## config.mk

```make
export PLATFORM = sky130hd
export DESIGN_NAME = uart_rx_oversample
export DESIGN_NICKNAME = d
export VERILOG_FILES = /design/src/rtl/uart_rx_oversample.sv
export SDC_FILE = /design/constraint.sdc
export NUM_CORES = 1
export LEC_CHECK = 0
export CAP_MARGIN = 20
export CORE_ASPECT_RATIO = 0.5
export CORE_MARGIN = 4
export CORE_UTILIZATION = 30
export CTS_CLUSTER_SIZE = 20
export DETAILED_ROUTE_END_ITERATION = 8
export DONT_BUFFER_PORTS = 1
export GPL_ROUTABILITY_DRIVEN = 0
export GPL_TIMING_DRIVEN = 0
export HOLD_SLACK_MARGIN = 0.15
export PLACE_DENSITY = 0.5
export SLEW_MARGIN = 20
export SYNTH_ARGS = -nofsm -noshare
export SYNTH_HDL_FRONTEND = slang
export SYNTH_SLANG_ARGS = --single-unit
```

## constraint.sdc

```tcl
create_clock -name clk_i -period 3.96 [get_ports clk_i]
set_clock_uncertainty 0.05 [all_clocks]
set_input_delay 0.792 -clock clk_i [delete_from_list [all_inputs] [get_ports clk_i]]
set_output_delay 0.792 -clock clk_i [all_outputs]
set_load 0.05 [all_outputs]
```

## src/rtl/uart_rx_oversample.sv

```systemverilog
// -----------------------------------------------------------------------------
// uart_rx_oversample
// Oversampling UART receiver (8 data bits, optional even/odd parity, one or two
// stop bits). The serial line is synchronised and sampled p_oversample times
// per bit. Each received byte is presented with its error flags in a one-entry
// valid/ready holding register.
//
// Optional feature macro: UART_RX_NOISE_DETECT_EN
//   defined   : bit value = majority of three samples around mid-bit, and any
//               disagreement anywhere in the frame raises noise_err_o
//   undefined : single sample at mid-bit, noise_err_o tied low
// -----------------------------------------------------------------------------
module uart_rx_oversample #(
    parameter int p_clk_speed_hz = 100_000_000,
    parameter int p_baud_rate    = 115200,
    parameter int p_oversample   = 16
) (
    input  logic       clk_i,
    input  logic       rst_n_i,
    input  logic       enable_i,
    input  logic       data_i,
    input  logic       parity_en_i,
    input  logic       parity_sel_i,
    input  logic       stop_sel_i,
    output logic [7:0] data_o,
    output logic       data_valid_o,
    input  logic       data_ready_i,
    output logic       busy_o,
    output logic       parity_err_o,
    output logic       framing_err_o,
    output logic       noise_err_o,
    output logic       overrun_err_o
);

    // Clock cycles per oversample tick (floor), at least one.
    localparam int c_div    = p_clk_speed_hz / (p_baud_rate * p_oversample);
    localparam int c_tick_w = (c_div > 1) ? $clog2(c_div) : 1;
    localparam int c_samp_w = $clog2(p_oversample);

    localparam logic [c_tick_w-1:0] c_tick_last = c_tick_w'(c_div - 1);
    localparam logic [c_tick_w-1:0] c_tick_one  = c_tick_w'(1);
    localparam logic [c_samp_w-1:0] c_samp_last = c_samp_w'(p_oversample - 1);
    localparam logic [c_samp_w-1:0] c_samp_one  = c_samp_w'(1);

`ifdef UART_RX_NOISE_DETECT_EN
    // Three samples straddle mid-bit; the decision is made on the last one.
    localparam logic [c_samp_w-1:0] c_samp_pre    = c_samp_w'(p_oversample / 2 - 1);
    localparam logic [c_samp_w-1:0] c_samp_mid    = c_samp_w'(p_oversample / 2);
    localparam logic [c_samp_w-1:0] c_samp_decide = c_samp_w'(p_oversample / 2 + 1);
`else
    localparam logic [c_samp_w-1:0] c_samp_decide = c_samp_w'(p_oversample / 2);
`endif

    typedef enum logic [2:0] {
        ST_IDLE   = 3'd0,
        ST_START  = 3'd1,
        ST_DATA   = 3'd2,
        ST_PARITY = 3'd3,
        ST_STOP   = 3'd4,
        ST_STOP2  = 3'd5
    } state_t;

    // Expected parity bit: even -> XOR of data, odd -> inverted.
    function automatic logic calc_parity(input logic [7:0] d, input logic odd);
        calc_parity = (^d) ^ odd;
    endfunction

`ifdef UART_RX_NOISE_DETECT_EN
    // Two-of-three vote.
    function automatic logic majority3(input logic a, input logic b, input logic c);
        majority3 = (a & b) | (a & c) | (b & c);
    endfunction
`endif

    state_t                state_r;
    state_t                state_nxt_s;
    logic [1:0]            sync_r;
    logic                  line_s;
    logic                  line_prev_r;
    logic                  fall_s;
    logic [c_tick_w-1:0]   tick_cnt_r;
    logic [c_samp_w-1:0]   samp_cnt_r;
    logic                  tick_s;
    logic                  decide_s;
    logic                  bit_val_s;
    logic                  disagree_s;
    logic [2:0]            bit_cnt_r;
    logic [7:0]            shift_r;
    logic                  par_en_r;
    logic                  par_odd_r;
    logic                  stop2_r;
    logic                  par_err_acc_r;
    logic                  frm_err_acc_r;
    logic                  noise_acc_r;
    logic                  start_s;
    logic                  complete_s;
    logic                  load_s;
    logic [7:0]            data_r;
    logic                  valid_r;
    logic                  busy_r;
    logic                  par_err_r;
    logic                  frm_err_r;
    logic                  noise_err_r;
    logic                  overrun_r;

`ifdef UART_RX_NOISE_DETECT_EN
    logic                  samp_a_r;
    logic                  samp_b_r;
`endif

    // Two-flop synchroniser, preset to idle-high, plus previous value for edge detect.
    always_ff @(posedge clk_i or negedge rst_n_i) begin
        if (!rst_n_i) begin
            sync_r      <= 2'b11;
            line_prev_r <= 1'b1;
        end else begin
            sync_r      <= {sync_r[0], data_i};
            line_prev_r <= sync_r[1];
        end
    end

    assign line_s = sync_r[1];
    assign fall_s = line_prev_r & ~line_s;
    assign tick_s = (tick_cnt_r == c_tick_last);
    assign decide_s = (state_r != ST_IDLE) && tick_s && (samp_cnt_r == c_samp_decide);

    // Tick divider and per-bit sample counter; both parked at zero while idle.
    always_ff @(posedge clk_i or negedge rst_n_i) begin
        if (!rst_n_i) begin
            tick_cnt_r <= '0;
            samp_cnt_r <= '0;
        end else if (state_r == ST_IDLE) begin
            tick_cnt_r <= '0;
            samp_cnt_r <= '0;
        end else if (tick_s) begin
            tick_cnt_r <= '0;
            samp_cnt_r <= (samp_cnt_r == c_samp_last) ? '0 : (samp_cnt_r + c_samp_one);
        end else begin
            tick_cnt_r <= tick_cnt_r + c_tick_one;
        end
    end

`ifdef UART_RX_NOISE_DETECT_EN
    // Capture the two samples that precede the decision sample.
    always_ff @(posedge clk_i or negedge rst_n_i) begin
        if (!rst_n_i) begin
            samp_a_r <= 1'b1;
            samp_b_r <= 1'b1;
        end else begin
            if (tick_s && (samp_cnt_r == c_samp_pre)) begin
                samp_a_r <= line_s;
            end
            if (tick_s && (samp_cnt_r == c_samp_mid)) begin
                samp_b_r <= line_s;
            end
        end
    end

    // Majority vote and disagreement detect for the current bit.
    always_comb begin
        bit_val_s  = majority3(samp_a_r, samp_b_r, line_s);
        disagree_s = ~((samp_a_r == samp_b_r) && (samp_b_r == line_s));
    end
`else
    // Single mid-bit sample; no disagreement possible.
    always_comb begin
        bit_val_s  = line_s;
        disagree_s = 1'b0;
    end
`endif

    // FSM state register.
    always_ff @(posedge clk_i or negedge rst_n_i) begin
        if (!rst_n_i) begin
            state_r <= ST_IDLE;
        end else begin
            state_r <= state_nxt_s;
        end
    end

    // FSM next state; every transition after START happens at a bit decision point.
    always_comb begin
        state_nxt_s = state_r;
        start_s     = 1'b0;
        complete_s  = 1'b0;
        case (state_r)
            ST_IDLE: begin
                if (enable_i && fall_s) begin
                    state_nxt_s = ST_START;
                    start_s     = 1'b1;
                end else begin
                    state_nxt_s = ST_IDLE;
                end
            end
            ST_START: begin
                if (decide_s) begin
                    state_nxt_s = bit_val_s ? ST_IDLE : ST_DATA;
                end else begin
                    state_nxt_s = ST_START;
                end
            end
            ST_DATA: begin
                if (decide_s && (bit_cnt_r == 3'd7)) begin
                    state_nxt_s = par_en_r ? ST_PARITY : ST_STOP;
                end else begin
                    state_nxt_s = ST_DATA;
                end
            end
            ST_PARITY: begin
                if (decide_s) begin
                    state_nxt_s = ST_STOP;
                end else begin
                    state_nxt_s = ST_PARITY;
                end
            end
            ST_STOP: begin
                if (decide_s && stop2_r) begin
                    state_nxt_s = ST_STOP2;
                end else if (decide_s) begin
                    state_nxt_s = ST_IDLE;
                    complete_s  = 1'b1;
                end else begin
                    state_nxt_s = ST_STOP;
                end
            end
            ST_STOP2: begin
                if (decide_s) begin
                    state_nxt_s = ST_IDLE;
                    complete_s  = 1'b1;
                end else begin
                    state_nxt_s = ST_STOP2;
                end
            end
            default: begin
                state_nxt_s = ST_IDLE;
            end
        endcase
    end

    // Frame datapath: latch frame config, shift data LSB first, accumulate errors.
    always_ff @(posedge clk_i or negedge rst_n_i) begin
        if (!rst_n_i) begin
            bit_cnt_r     <= 3'd0;
            shift_r       <= 8'h00;
            par_en_r      <= 1'b0;
            par_odd_r     <= 1'b0;
            stop2_r       <= 1'b0;
            par_err_acc_r <= 1'b0;
            frm_err_acc_r <= 1'b0;
            noise_acc_r   <= 1'b0;
        end else if (start_s) begin
            bit_cnt_r     <= 3'd0;
            par_en_r      <= parity_en_i;
            par_odd_r     <= parity_sel_i;
            stop2_r       <= stop_sel_i;
            par_err_acc_r <= 1'b0;
            frm_err_acc_r <= 1'b0;
            noise_acc_r   <= 1'b0;
        end else if (decide_s) begin
            noise_acc_r <= noise_acc_r | disagree_s;
            case (state_r)
                ST_DATA: begin
                    shift_r   <= {bit_val_s, shift_r[7:1]};
                    bit_cnt_r <= bit_cnt_r + 3'd1;
                end
                ST_PARITY: begin
                    par_err_acc_r <= (bit_val_s != calc_parity(shift_r, par_odd_r));
                end
                ST_STOP: begin
                    frm_err_acc_r <= frm_err_acc_r | ~bit_val_s;
                end
                default: begin
                    bit_cnt_r <= bit_cnt_r;
                end
            endcase
        end
    end

    // A finished frame is accepted when the holding register is empty or being drained.
    assign load_s = complete_s & (~valid_r | data_ready_i);

    // Holding register with flags, overrun pulse and busy indication.
    always_ff @(posedge clk_i or negedge rst_n_i) begin
        if (!rst_n_i) begin
            data_r      <= 8'h00;
            valid_r     <= 1'b0;
            par_err_r   <= 1'b0;
            frm_err_r   <= 1'b0;
            noise_err_r <= 1'b0;
            overrun_r   <= 1'b0;
            busy_r      <= 1'b0;
        end else begin
            if (load_s) begin
                data_r      <= shift_r;
                valid_r     <= 1'b1;
                par_err_r   <= par_err_acc_r;
                frm_err_r   <= frm_err_acc_r | ~bit_val_s;
                noise_err_r <= noise_acc_r | disagree_s;
            end else if (valid_r && data_ready_i) begin
                valid_r <= 1'b0;
            end
            overrun_r <= complete_s & ~load_s;
            busy_r    <= (state_nxt_s != ST_IDLE);
        end
    end

    assign data_o        = data_r;
    assign data_valid_o  = valid_r;
    assign busy_o        = busy_r;
    assign parity_err_o  = par_err_r;
    assign framing_err_o = frm_err_r;
    assign overrun_err_o = overrun_r;
`ifdef UART_RX_NOISE_DETECT_EN
    assign noise_err_o   = noise_err_r;
`else
    assign noise_err_o   = 1'b0;
`endif

endmodule

```

== Word level (Yosys, flattened, before mapping) ==
Index checks and enable logic that the tools add are counted.

* Logic and storage cells: 92
* Bits in registers: 45
* Bits of input ports: 8

* Add/sub/neg operators: 3
* Reduce and logical (&&, ||, !) cells: 20
* Bitwise logic cells: 10
* Mux-type cells: 31
* Equal/unequal tests: 10

{| class="wikitable"
|+ Operators by type and width
! operator !! count
|-
| 3-bit two-way mux || 9
|-
| 3-bit case mux with 6 select lines || 1
|-
| 1-bit two-way mux || 13
|-
| 4-bit two-way mux || 3
|-
| 6-bit two-way mux || 2
|-
| 2-bit nonzero test || 6
|-
| 3-bit equality test (second input constant) || 3
|-
| 4-bit equality test (second input constant) || 2
|-
| 8-bit XOR reduction || 1
|-
| 6-bit by 1-bit adder with 6-bit output (second input constant) || 1
|-
| 3-bit by 2-bit equality test with 1-bit output (second input constant) || 2
|-
| 6-bit equality test (second input constant) || 1
|-
| 1-bit logical AND || 6
|-
| 2-bit AND reduction || 3
|-
| 3-bit nonzero test || 2
|-
| 4-bit by 1-bit adder with 4-bit output (second input constant) || 1
|-
| 2-bit two-way mux || 2
|-
| 1-bit inverter || 4
|-
| 3-bit by 1-bit adder with 3-bit output (second input constant) || 1
|-
| 1-bit bitwise AND || 3
|-
| 3-bit by 1-bit equality test with 1-bit output (second input constant) || 1
|-
| 3-bit logical NOT || 1
|-
| 3-bit AND reduction || 1
|-
| 1-bit bitwise OR || 2
|-
| 3 further kinds || 3
|}

== Longest topological paths before layout ==
* Depth after elaboration: 9
* Depth in mapped cells: 7

== Worst setup path after synthesis ==
No wires, ideal clock.

* Path type: register to register
* Start point: register tick_cnt_r[1]
* End point: register shift_r[0]
* Stages on the path, launching flop included: 8
* Arrival: 1.976 ns
* Slack: 1.809 ns
* Setup time: 0.125 ns
* Buffers on the path: 1
* Period minus slack after synthesis: 2.151 ns
* Data required time: 3.785 ns
* Cell sequence: dfrtp_1 > inv_1 > ha_1 > nand4_4 > or3_1 > buf_6 > nor3_4 > mux2_2

* Word-level cells in the longest chain between the ends: 4

{| class="wikitable"
|+ RTL lines
! what !! line !! text
|-
| from (decl) || 81 || <nowiki>logic [c_tick_w-1:0] tick_cnt_r;</nowiki>
|-
| from (signal assigned) || 139 || <nowiki>tick_cnt_r <= tick_cnt_r + c_tick_one;</nowiki>
|-
| 6-bit equality test || 124 || <nowiki>assign tick_s = (tick_cnt_r == c_tick_last);</nowiki>
|-
| 1-bit logical AND (2 in series) || 125 || <nowiki>assign decide_s = (state_r != ST_IDLE) && tick_s && (samp_cnt_r == c_samp_decide);</nowiki>
|-
| 3-bit AND reduction (no line) || -- ||
|-
| to (signal assigned) || 263 || <nowiki>shift_r <= {bit_val_s, shift_r[7:1]};</nowiki>
|-
| to (decl) || 88 || <nowiki>logic [7:0] shift_r;</nowiki>
|}

No other way between the ends.
A chain may end at the register's enable or synchronous reset.

== Worst setup path after layout ==
* Start point: register tick_cnt_r[1]
* End point: register data_r[4] (netlist: data_o[4])

* Word-level cells in the longest chain between the ends: 7
* Elaborated cells between the ends (all ways): 8
* Classes of those cells: eq/ne: 1; mux: 3; bitwise: 1; reduce/logical: 3

{| class="wikitable"
|+ RTL lines
! what !! line !! text
|-
| 6-bit equality test (*) || 124 ||
|-
| 1-bit logical AND (*) (2 in series) || 125 ||
|-
| 1-bit two-way mux / 1-bit logical AND (equally long branches) || 219, 227, 217 ||
|-
| 1-bit two-way mux || 217 || <nowiki>if (decide_s && stop2_r) begin</nowiki>
|-
| 1-bit case mux with 2 select lines (*) || 186 || <nowiki>case (state_r)</nowiki>
|-
| 1-bit bitwise AND (*) || 280 || <nowiki>assign load_s = complete_s & (~valid_r | data_ready_i);</nowiki>
|-
| to (signal assigned) || 294 || <nowiki>data_r <= shift_r;</nowiki>
|-
| to (decl) || 98 || <nowiki>logic [7:0] data_r;</nowiki>
|}

Every way passes the cells marked *; elsewhere a longest branch is shown, timed or not.

==> impl_metrics.json <==
{
  "power.density_nw_per_um2": 396.2,
  "synth_seq_cells": 45,
  "grt_max_degree": 43,
  "grt_pass1_wl_um": 6817,
  "hp-class": "input pin to asynchronous set/reset pin",
  "core_sq_um": 6726,
  "net-switching-power_mw": 0.1848,
  "insertedDiodeCount": 0,
  "layout.cells.non_filler": 281,
  "fp-row-count": 21,
  "rsz0062_at_grt": "no",
  "fin_setup_tns_ps": 0,
  "setup_viol": 0,
  "multi_input_area_sq_um": 890.9,
  "drv_cap": 0,
  "p_leak_nw": 1.074,
  "syn_avg_cell_area_sq_um": 11.61,
  "hold_viol_final": 0,
  "htreeDepth": 2,
  "p_seq_frac": 0.489,
  "final_nets": 202,
  "vias": 1278,
  "vias_per_cell": 4.548,
  "start_util": 0.3106,
  "drv_slew": 0,
  "yosys-top-cells-count": "dfrtp_1 (42), mux2_2 (18), nand2_1 (18), nor2_1 (14), xnor2_1 (9)",
  "fmax_mhz": 407.2,
  "ios": 22,
  "reg2reg_depth": 6,
  "synth_edf_count": 0,
  "end_kind": "flop",
  "die_w_um": 126.0,
  "yosysWarnings": 0,
  "criticalPathCategory": "flop to flop",
  "fin_crit_sh": 0.6201,
  "netlist_top_cells_area": "dfrtp_1 (50%), mux2_2 (9.7%), dfstp_2 (3.8%), xnor2_1 (3.8%), ha_1 (3.6%)",
  "die_y_um": 67.02,
  "p_sw_frac": 0.1947,
  "peakVddDrop_uv": 175.7,
  "setup.worst_path.start_class": "flop",
  "drive_above_1_share": 0.1905,
  "root_buffer": "clkbuf_16",
  "syn_inst": 180,
  "place.port_buffers": 0,
  "dieArea_sq_um": 8446,
  "clk_pin_slew_worst_paths_ps": 70,
  "finalWirelength_um": 3795,
  "p_int_mw": 0.7645,
  "status": "finished clean",
  "yosys.area.top_type_share": 0.5030,
  "insertion_delay_ps": 290,
  "drcViolationCount": 0,
  "slew_headroom": 0.4658,
  "areaGrowthSynthToFinish_pct": 14.67,
  "async_reset_ff_frac": 1.000,
  "path_max_fanout": 10,
  "grt_pass1_vias": 1397,
  "p_comb_frac": 0.017,
  "cts_tree": "built",
  "synth_nets": 194,
  "wl_per_cell_um": 13.51,
  "synth_ff_type": "dfrtp_1",
  "cts_sinks": 45,
  "post-place-cells": 272,
  "arrival_ps": 2580,
  "final_antenna_net_count": 0,
  "cts_buffers": 5,
  "synth_seq_area_share": 0.5407,
  "synth_most_common_cell": "dfrtp_1",
  "regArea_sq_um": 1130,
  "dp_hpwl_um": 2537,
  "grt_use_total": 0.1044,
  "tightest_slew_ps": 795.1,
  "fin_crit_ps": 2456,
  "finalPower_mw": 0.9493,
  "initialDrtViolationCount": 39,
  "worstPathRequired_ps": 4080,
  "synth_area_sq_um": 2090,
  "firstDrtPassIters": 4,
  "grt_overflow_total": 0,
  "p_clk_frac": 0.494,
  "fillerInstances": 689,
  "yosys.area.top_type": "dfrtp_1",
  "synth.distinct_cells": 41,
  "antenna_found_initial": 0,
  "clk_path_buf_depth": 2,
  "cts_setup_buffers": 0
}
## worst max-delay path, cell delays in order (launching register included)
cell and delay, ps:
dfrtp_1 390, inv_1 60, ha_1 180, nand4_4 160, nor3_1 680, nand3_2 430, mux2_2 390
## cells in the final DEF (no fill, tap or decap), drive strengths merged
cell / Yosys / layout
a21boi: 1 / 1
a21oi: 5 / 5
a311oi: 1 / 1
a31oi: 1 / 1
a41oi: 1 / 1
and4: 1 / 1
buf: 3 / 4
bufinv: 0 / 1
clkbuf: 4 / 10
clkinv: 0 / 1
conb: 1 / 1
dfrtp: 42 / 42
dfstp: 3 / 3
ha: 6 / 6
inv: 8 / 8
mux2: 18 / 18
mux2i: 4 / 4
nand2: 18 / 18
nand2b: 4 / 4
nand3: 6 / 6
nand3b: 2 / 2
nand4: 2 / 2
nand4b: 1 / 1
nor2: 14 / 14
nor2b: 3 / 3
nor3: 4 / 4
nor3b: 1 / 1
nor4: 2 / 2
o21ai: 4 / 4
o221a: 1 / 1
o22ai: 1 / 1
o41ai: 1 / 1
or2: 1 / 1
or3: 2 / 2
or4b: 1 / 1
xnor2: 9 / 9
xnor3: 1 / 1
xor2: 3 / 3
## cells by family (layout without fill, tap and decap cells)
group,count (synthesis),after routing,synth area share
simple gates,62,62,0.1623
flops,45,45,0.5407
mux,22,22,0.1162
compound gates,16,16,0.04911
buf+inv,15,24,0.03293
xor+xnor,13,13,0.06108
fa+ha+maj,6,6,0.03593
other cells,1,1,0.001795
## what timing repair did
| item | 4_1_cts | 5_1_grt |
|---|---|---|
| hold buffers | 1 | 0 |
| hold endpoints to repair | 42 | 0 |
| resized for setup | 0 | 0 |
## power groups by stage
stage	combinational, mW	clock [mW]	sequential [mW]
2_1_floorplan	0.00518	0	0.472
3_3_place_gp	0.00533	0	0.472
3_5_place_dp	0.00535	0	0.472
4_1_cts	0.0175	0.480	0.464
5_1_grt	0.0190	0.495	0.464
6_report	0.0165	0.469	0.464
## flip-flops by register name, summed over array words and instances, names as in the netlist
name and count:
tick_cnt_r 6, busy_o 1, line_prev_r 1, framing_err_o 1, samp_cnt_r 4, state_r 3
stop2_r 1, frm_err_acc_r 1, overrun_err_o 1, par_err_acc_r 1, parity_err_o 1, par_en_r 1
data_o 8, shift_r 8, bit_cnt_r 3, sync_r 2, par_odd_r 1, data_valid_o 1
## metal layers
metal  track usage  vias to the layer above  wire, um  part of all wire
li1              -                      629         -                 -
met2        0.1627                       13      1718              0.45
met3       0.03683                        7       158             0.042
met5             0                        -         0                 0
met1        0.1287                      629      1823              0.48
met4       0.05481                        0        94             0.025
## path summary, 6_finish.rpt
check	end	slack, ps	from
worst max register to register	data_o[4]$_DFFE_PN0P_	1500	tick_cnt_r[1]$_DFF_PN0_
max in group asynchronous	data_o[0]$_DFFE_PN0P_	3370	rst_n_i
min in group clk_i	sync_r[1]$_DFF_PN1_	310	sync_r[0]$_DFF_PN1_
worst min-delay path	par_odd_r$_DFFE_PN0P_	290	rst_n_i
worst min register to register	sync_r[1]$_DFF_PN1_	310	sync_r[0]$_DFF_PN1_
worst max-delay path	data_o[4]$_DFFE_PN0P_	1500	tick_cnt_r[1]$_DFF_PN0_
## layout make-up
cell class | instances | area share
plain buffers | 7 | 0.01619
clock buffers | 6 | 0.05379
clock inverters | 2 | 0.01462
inverters | 8 | 0.01253
multi-input cells | 120 | 0.3718
flip-flops and latches | 45 | 0.4715
well taps | 92 | 0.04804
repair buffers | 1 | 0.01149
## per-stage QoR
stage / worst slack (ps) / instance area [sq um] / util / hold WS [ps]
global placement: 1473 / 2205 / 0.3278 / 299.2
floorplan: 1809 / 2090 / - / 295.2
finish: 1504 / 2396 / 0.3562 / 291.8
global route: 1179 / 2396 / 0.3562 / 280.8
detailed placement: 1457 / 2205 / 0.3278 / 298.2
CTS: 1451 / 2396 / 0.3562 / 285.8
No activity file was read; power rests on OpenSTA's default activity.
